$ cat config.mk
export PLATFORM = sky130hd
export DESIGN_NAME = truth_table_capture_flat
export DESIGN_NICKNAME = d
export VERILOG_FILES = /design/src/rtl/truth_table_capture_pkg.sv /design/src/rtl/truth_table_capture_if.sv /design/src/rtl/truth_table_capture_sweep_counter.sv /design/src/rtl/truth_table_capture.sv /design/src/flat_wrapper.sv
export SDC_FILE = /design/constraint.sdc
export NUM_CORES = 1
export LEC_CHECK = 0
export BUFFER_PORTS_ARGS = -buffer_cell sky130_fd_sc_hd__clkbuf_2
export CORE_ASPECT_RATIO = 1.25
export CORE_MARGIN = 1.5
export CORE_UTILIZATION = 45
export DETAILED_ROUTE_END_ITERATION = 10
export GPL_ROUTABILITY_DRIVEN = 0
export PLACE_DENSITY_LB_ADDON = 0.15
export SYNTH_ARGS = -nofsm -noshare
export SYNTH_HDL_FRONTEND = slang
export SYNTH_HIERARCHICAL = 1
export SYNTH_SLANG_ARGS = --single-unit
$ cat constraint.sdc
create_clock -name clk -period 6.1 [get_ports clk]
set_input_delay 1.22 -clock clk [delete_from_list [all_inputs] [get_ports clk]]
set_output_delay 1.22 -clock clk [all_outputs]
set_load 0.02 [all_outputs]
$ cat src/rtl/truth_table_capture_pkg.sv
// Shared definitions for the truth-table capture block: FSM encoding,
// sweep geometry and the reduction helpers used at compare time.
package truth_table_capture_pkg;

  localparam int NUM_VECTORS = 16;
  localparam int SETTLE_MIN  = 1;
  localparam int SETTLE_MAX  = 15;

  typedef enum logic [1:0] {
    IDLE    = 2'd0,
    SWEEP   = 2'd1,
    COMPARE = 2'd2,
    DONE    = 2'd3
  } state_t;

  function automatic logic [4:0] popcount16(input logic [15:0] v);
    logic [4:0] n;
    n = '0;
    for (int i = 0; i < NUM_VECTORS; i++) n = n + {4'b0, v[i]};
    return n;
  endfunction

  // Lowest set bit index; 0 when nothing is set.
  function automatic logic [3:0] lowest_set(input logic [15:0] v);
    logic [3:0] idx;
    idx = '0;
    for (int i = NUM_VECTORS - 1; i >= 0; i--) if (v[i]) idx = 4'(i);
    return idx;
  endfunction

endpackage

$ cat src/rtl/truth_table_capture_if.sv
// Stimulus/result bundle between the capture block and its driver.
interface truth_table_capture_if;
  import truth_table_capture_pkg::*;

  logic        start;
  logic [15:0] expected;
  logic        f;
  logic [3:0]  abcd;
  logic        busy;
  logic        done;
  logic        pass;
  logic [15:0] captured;
  logic [4:0]  mismatch_count;
  logic [3:0]  first_fail;

  modport master (
    output start, expected, f,
    input  abcd, busy, done, pass, captured, mismatch_count, first_fail
  );

  modport slave (
    input  start, expected, f,
    output abcd, busy, done, pass, captured, mismatch_count, first_fail
  );
endinterface

$ cat src/rtl/truth_table_capture_sweep_counter.sv
// Settle timer plus vector index: holds each vector SETTLE cycles, flags the
// sampling cycle, and parks on the final vector instead of wrapping.
module sweep_counter
  import truth_table_capture_pkg::*;
#(
  parameter int SETTLE = 2
) (
  input  logic       clk,
  input  logic       reset,
  input  logic       clear,
  input  logic       enable,
  output logic [3:0] index,
  output logic       sample_now,
  output logic       last
);

  logic [3:0] timer;

  assign sample_now = enable && (timer == 4'(SETTLE - 1));
  assign last       = sample_now && (index == 4'(NUM_VECTORS - 1));

  always_ff @(posedge clk or posedge reset) begin
    if (reset) begin
      timer <= '0;
      index <= '0;
    end else if (clear) begin
      timer <= '0;
      index <= '0;
    end else if (enable) begin
      if (sample_now) begin
        timer <= '0;
        if (!last) index <= index + 4'd1;
      end else begin
        timer <= timer + 4'd1;
      end
    end
  end

endmodule

$ cat src/rtl/truth_table_capture.sv
// Exhaustive 4-input truth-table sweep of an external combinational unit,
// compared against a golden table latched at start.
module truth_table_capture
  import truth_table_capture_pkg::*;
#(
  parameter int SETTLE = 2
) (
  input logic                  clk,
  input logic                  reset,
  truth_table_capture_if.slave bus
);

  state_t      state;
  logic [15:0] exp_q;
  logic [15:0] captured_q;
  logic [4:0]  mismatch_q;
  logic [3:0]  first_fail_q;
  logic        busy_q, done_q, pass_q;

  logic [3:0]  index;
  logic        sample_now, last;
  logic        accept;
  logic [15:0] diff;

  // A start is only honoured while no sweep is in flight.
  assign accept = bus.start && (state == IDLE || state == DONE);
  assign diff   = captured_q ^ exp_q;

  sweep_counter #(.SETTLE(SETTLE)) u_cnt (
    .clk        (clk),
    .reset      (reset),
    .clear      (accept),
    .enable     (state == SWEEP),
    .index      (index),
    .sample_now (sample_now),
    .last       (last)
  );

  always_ff @(posedge clk or posedge reset) begin
    if (reset) begin
      state        <= IDLE;
      exp_q        <= '0;
      captured_q   <= '0;
      mismatch_q   <= '0;
      first_fail_q <= '0;
      busy_q       <= 1'b0;
      done_q       <= 1'b0;
      pass_q       <= 1'b0;
    end else begin
      case (state)
        IDLE, DONE: begin
          if (accept) begin
            state        <= SWEEP;
            exp_q        <= bus.expected;
            captured_q   <= '0;
            mismatch_q   <= '0;
            first_fail_q <= '0;
            busy_q       <= 1'b1;
            done_q       <= 1'b0;
            pass_q       <= 1'b0;
          end else if (state == DONE) begin
            // Verdict follows the registered count one cycle after COMPARE.
            done_q <= 1'b1;
            pass_q <= (mismatch_q == 5'd0);
          end
        end
        SWEEP: begin
          if (sample_now) captured_q[index] <= bus.f;
          if (last) state <= COMPARE;
        end
        COMPARE: begin
          mismatch_q   <= popcount16(diff);
          first_fail_q <= lowest_set(diff);
          busy_q       <= 1'b0;
          state        <= DONE;
        end
        default: state <= IDLE;
      endcase
    end
  end

  assign bus.abcd           = index;
  assign bus.busy           = busy_q;
  assign bus.done           = done_q;
  assign bus.pass           = pass_q;
  assign bus.captured       = captured_q;
  assign bus.mismatch_count = mismatch_q;
  assign bus.first_fail     = first_fail_q;

endmodule

$ cat src/flat_wrapper.sv
// flat-port wrapper written by rule: the top's interface ports become plain ports
module truth_table_capture_flat import truth_table_capture_pkg::*;
#(
  parameter int SETTLE = 2
)
  (clk, reset, bus_start, bus_expected, bus_f, bus_abcd, bus_busy, bus_done, bus_pass, bus_captured, bus_mismatch_count, bus_first_fail);
  truth_table_capture_if bus_i ();
  input logic clk;
  input logic reset;
  input wire logic [$bits(bus_i.start)-1:0] bus_start;
  input wire logic [$bits(bus_i.expected)-1:0] bus_expected;
  input wire logic [$bits(bus_i.f)-1:0] bus_f;
  output wire logic [$bits(bus_i.abcd)-1:0] bus_abcd;
  output wire logic [$bits(bus_i.busy)-1:0] bus_busy;
  output wire logic [$bits(bus_i.done)-1:0] bus_done;
  output wire logic [$bits(bus_i.pass)-1:0] bus_pass;
  output wire logic [$bits(bus_i.captured)-1:0] bus_captured;
  output wire logic [$bits(bus_i.mismatch_count)-1:0] bus_mismatch_count;
  output wire logic [$bits(bus_i.first_fail)-1:0] bus_first_fail;
  assign bus_i.start = bus_start;
  assign bus_i.expected = bus_expected;
  assign bus_i.f = bus_f;
  assign bus_abcd = bus_i.abcd;
  assign bus_busy = bus_i.busy;
  assign bus_done = bus_i.done;
  assign bus_pass = bus_i.pass;
  assign bus_captured = bus_i.captured;
  assign bus_mismatch_count = bus_i.mismatch_count;
  assign bus_first_fail = bus_i.first_fail;
  truth_table_capture #(.SETTLE(SETTLE)) u_core (.clk(clk), .reset(reset), .bus(bus_i));
endmodule
==> flow_summary.json <==
{
  "rsz_0062_raised_after_global_routing": "false",
  "timing_worst_setup_path_type": "reg -> reg",
  "postCtsSetupRepairBufs": 0,
  "synth_async_sr_flop_share_pct": 100,
  "fraction_of_layout_cells_with_a_size_suffix_above_1_pct": 23.1,
  "mappedNetlistNets": 349,
  "timing.critical_path.arrival_ns": 4.38,
  "drt_first_iter_violations": 84,
  "count_of_clock_tree_sinks": 54,
  "relSlewSlack_pct": 35.9,
  "tritoncts.num_buffers": 5,
  "design.die.area_sq_um": 7630,
  "num_vias": 2501,
  "worst_path_clk_slew_ns": 0.10,
  "synthesis.area_sq_um": 3200,
  "post_cts_resize_count": 0,
  "post_synthesis_cell_count": 307,
  "count_of_state_elements_after_synthesis": 54,
  "clock-root-buffer": "clkbuf_8",
  "cell_accounting_for_the_most_synthesized_area": "dfrtp_1",
  "synthDistinctLibCells": 51,
  "finalCriticalPeriod_ns": 4.21,
  "worstHoldPathType": "reg -> reg",
  "drc_errors": 0,
  "design.final.nets": 400,
  "grt_start_max_net_pins": 47,
  "cts_tree": "yes",
  "yosys.area.top_type_share_pct": 42.2,
  "coreArea_sq_um": 6930,
  "filler_cell_count": 655,
  "crit_required_ns": 6.28,
  "detail_route.vias_per_cell": 5.57,
  "post_detailed_routing_wire_length_um": 7310,
  "setup_viol": 0,
  "hold_path_startpoint": "u_core/bus.first_fail[3]$_DFFE_PP0P_",
  "holdBufCountCts": 0,
  "die_span_x_um": 78.4,
  "timing.critical_path.to_type": "flip-flop",
  "ant_nets": 0,
  "clock.fmax_mhz": 238,
  "avgRoutedWirePerCell_um": 16.3,
  "first_pass_grt_wire_length_um": 12300,
  "report.final.slew_viol_count": 0,
  "design.portCount": 52,
  "maxcap_violations": 0,
  "run_status": "complete, no violations",
  "worst_pin_slew_ns": 0.960,
  "path_max_fanout": 5,
  "r2r-start": "u_core/bus.captured[11]$_DFFE_PP0P_",
  "cp-startpoint": "u_core/bus.captured[11]$_DFFE_PP0P_",
  "final-hold-violation-count": 0,
  "overflow": 0,
  "synth_sequential_area_ratio_pct": 42.2,
  "worstSkewPairLatency_ns": 0.30,
  "startpoint_type": "flip-flop",
  "cts_max_level": 2,
  "cts-root-to-sink-buffers": 2,
  "timing.hold.ws_ns": 0.502,
  "yosys_most_used_dff": "dfrtp_1",
  "yosys_warnings": 6,
  "grt_antenna_before_repair": 0,
  "initial_utilization_pct": 46.2,
  "syn2layout_area_growth_pct": 13.3,
  "io_buffer_count": 51,
  "worstHoldPathCells": 1,
  "std_cell_rows": 34,
  "setup-tns-final_ns": 0,
  "die_h_um": 97.3,
  "synth-edff-count": 0,
  "diodes": 0,
  "global_route_usage_sum_pct": 20.4,
  "period_share_pct": 68.9,
  "worstRegToRegCells": 14,
  "drt_first_pass_iters": 4,
  "skew_ns": 0.00658,
  "number_of_global_route_vias_before_repair": 2473,
  "netlist_top_cells_area": "dfrtp_1 42%, fa_1 6.3%, mux2_2 5.6%",
  "detailed_place_hpwl_um": 5660,
  "synthesis.area_per_instance_sq_um": 10.4
}
## cell type report
type / count / area (sq um) / area share (%)
inverter: 29 / 114 / 3.14
clock buffer: 6 / 72.6 / 2.00
multi-input combinational: 217 / 1690 / 46.4
tap: 90 / 113 / 3.10
clock inverter: 2 / 37.5 / 1.03
timing repair buffer: 51 / 255 / 7.03
sequential: 54 / 1350 / 37.2
## final timing paths
check	end	slack, ns
setup / recovery	u_core/bus.mismatch_count[4]$_DFFE_PP0P_	1.89
hold / removal	u_core/bus.first_fail[3]$_DFFE_PP0P_	0.50
setup reg to reg	u_core/bus.mismatch_count[4]$_DFFE_PP0P_	1.89
hold reg to reg	u_core/bus.first_fail[3]$_DFFE_PP0P_	0.50
max in group asynchronous	u_core/exp_q[7]$_DFFE_PP0P_	4.37
min in group asynchronous	u_core/u_cnt/timer[1]$_DFFE_PP0P_	0.86
## metal layers
| metal | track usage (%) | vias to the layer above | routed length (um) |
|---|---|---|---|
| met5 | 0 | - | 0 |
| met4 | 4.12 | 0 | 53 |
| met1 | 26.2 | 1249 | 3180 |
| met3 | 3.10 | 4 | 274 |
| li1 | - | 1182 | - |
| met2 | 36.3 | 66 | 3800 |
## synth_stat cells (all sizes together), types with 8 or more instances
library cell,number
nand2,24
ha,12
dfrtp,54
mux2,17
a21oi,8
xor2,11
a22o,14
xnor2,9
o21ai,29
nor2,13
nor2b,8
fa,10
nand2b,9
inv,28
## worst max-delay path, cell delays in order, from the launching register on
cell and delay, ns:
dfrtp_1 0.44, xnor2_1 0.35, inv_1 0.15, fa_1 0.55
inv_1 0.05, fa_1 0.50, inv_1 0.05, fa_1 0.47
inv_1 0.05, fa_1 0.53, inv_1 0.05, ha_1 0.21
fa_1 0.41, a21oi_1 0.16, o21ai_0 0.11
## per-stage QoR
| stage | setup slack (ns) | instance area, sq um | cells | utilization, % |
|---|---|---|---|---|
| 2_1_floorplan | 2.08 | 3200 | 307 | - |
| 3_3_place_gp | 2.00 | 3520 | 441 | 50.7 |
| 3_5_place_dp | 1.90 | 3520 | 441 | 50.7 |
| 4_1_cts | 1.89 | 3630 | 449 | 52.3 |
| 5_1_grt | 1.69 | 3630 | 449 | 52.3 |
| 6_report | 1.89 | 3630 | 449 | 52.3 |
## cell families (layout without fill, tap and decap cells)
group                    after synthesis  count (layout)  share of synthesized area (%)
adder cells (fa/ha/maj)               22              22                           10.9
AO/OA/AOI/OAI                         75              75                           15.9
AND/OR/NAND/NOR                       82              82                           13.9
buffers and inverters                 36              88                           5.16
XOR/XNOR                              20              20                           5.47
flip-flops                            54              54                           42.2
multiplexers                          18              18                           6.41
## registers in the layout (all words and copies together), names as in the netlist
signal and flops:
u_core/bus.busy 1, u_core/bus.captured 16, u_core/bus.done 1, u_core/bus.first_fail 4, u_core/bus.mismatch_count 5, u_core/bus.pass 1
u_core/exp_q 16, u_core/state 2, u_core/u_cnt/index 4, u_core/u_cnt/timer 4
## cell usage in the layout (no fill, tap or decap), drive strengths merged, types with 2 or more instances in the layout
cell type,instances
fa,10
mux2,17
a32o,2
nand4,4
o21ai,29
nand3,5
inv,28
xor2,11
dfrtp,54
nand3b,2
nand2b,9
o31a,3
a211oi,4
nor4,3
nand2,24
nor2b,8
o22ai,2
a22o,14
a22oi,2
or2,2
a21oi,8
xnor2,9
nor3,7
nor2,13
ha,12
clkbuf,57
Power is left out: the tool's default activity adds up to more than one toggle a clock period on the data nets, which glitch-free logic cannot reach.
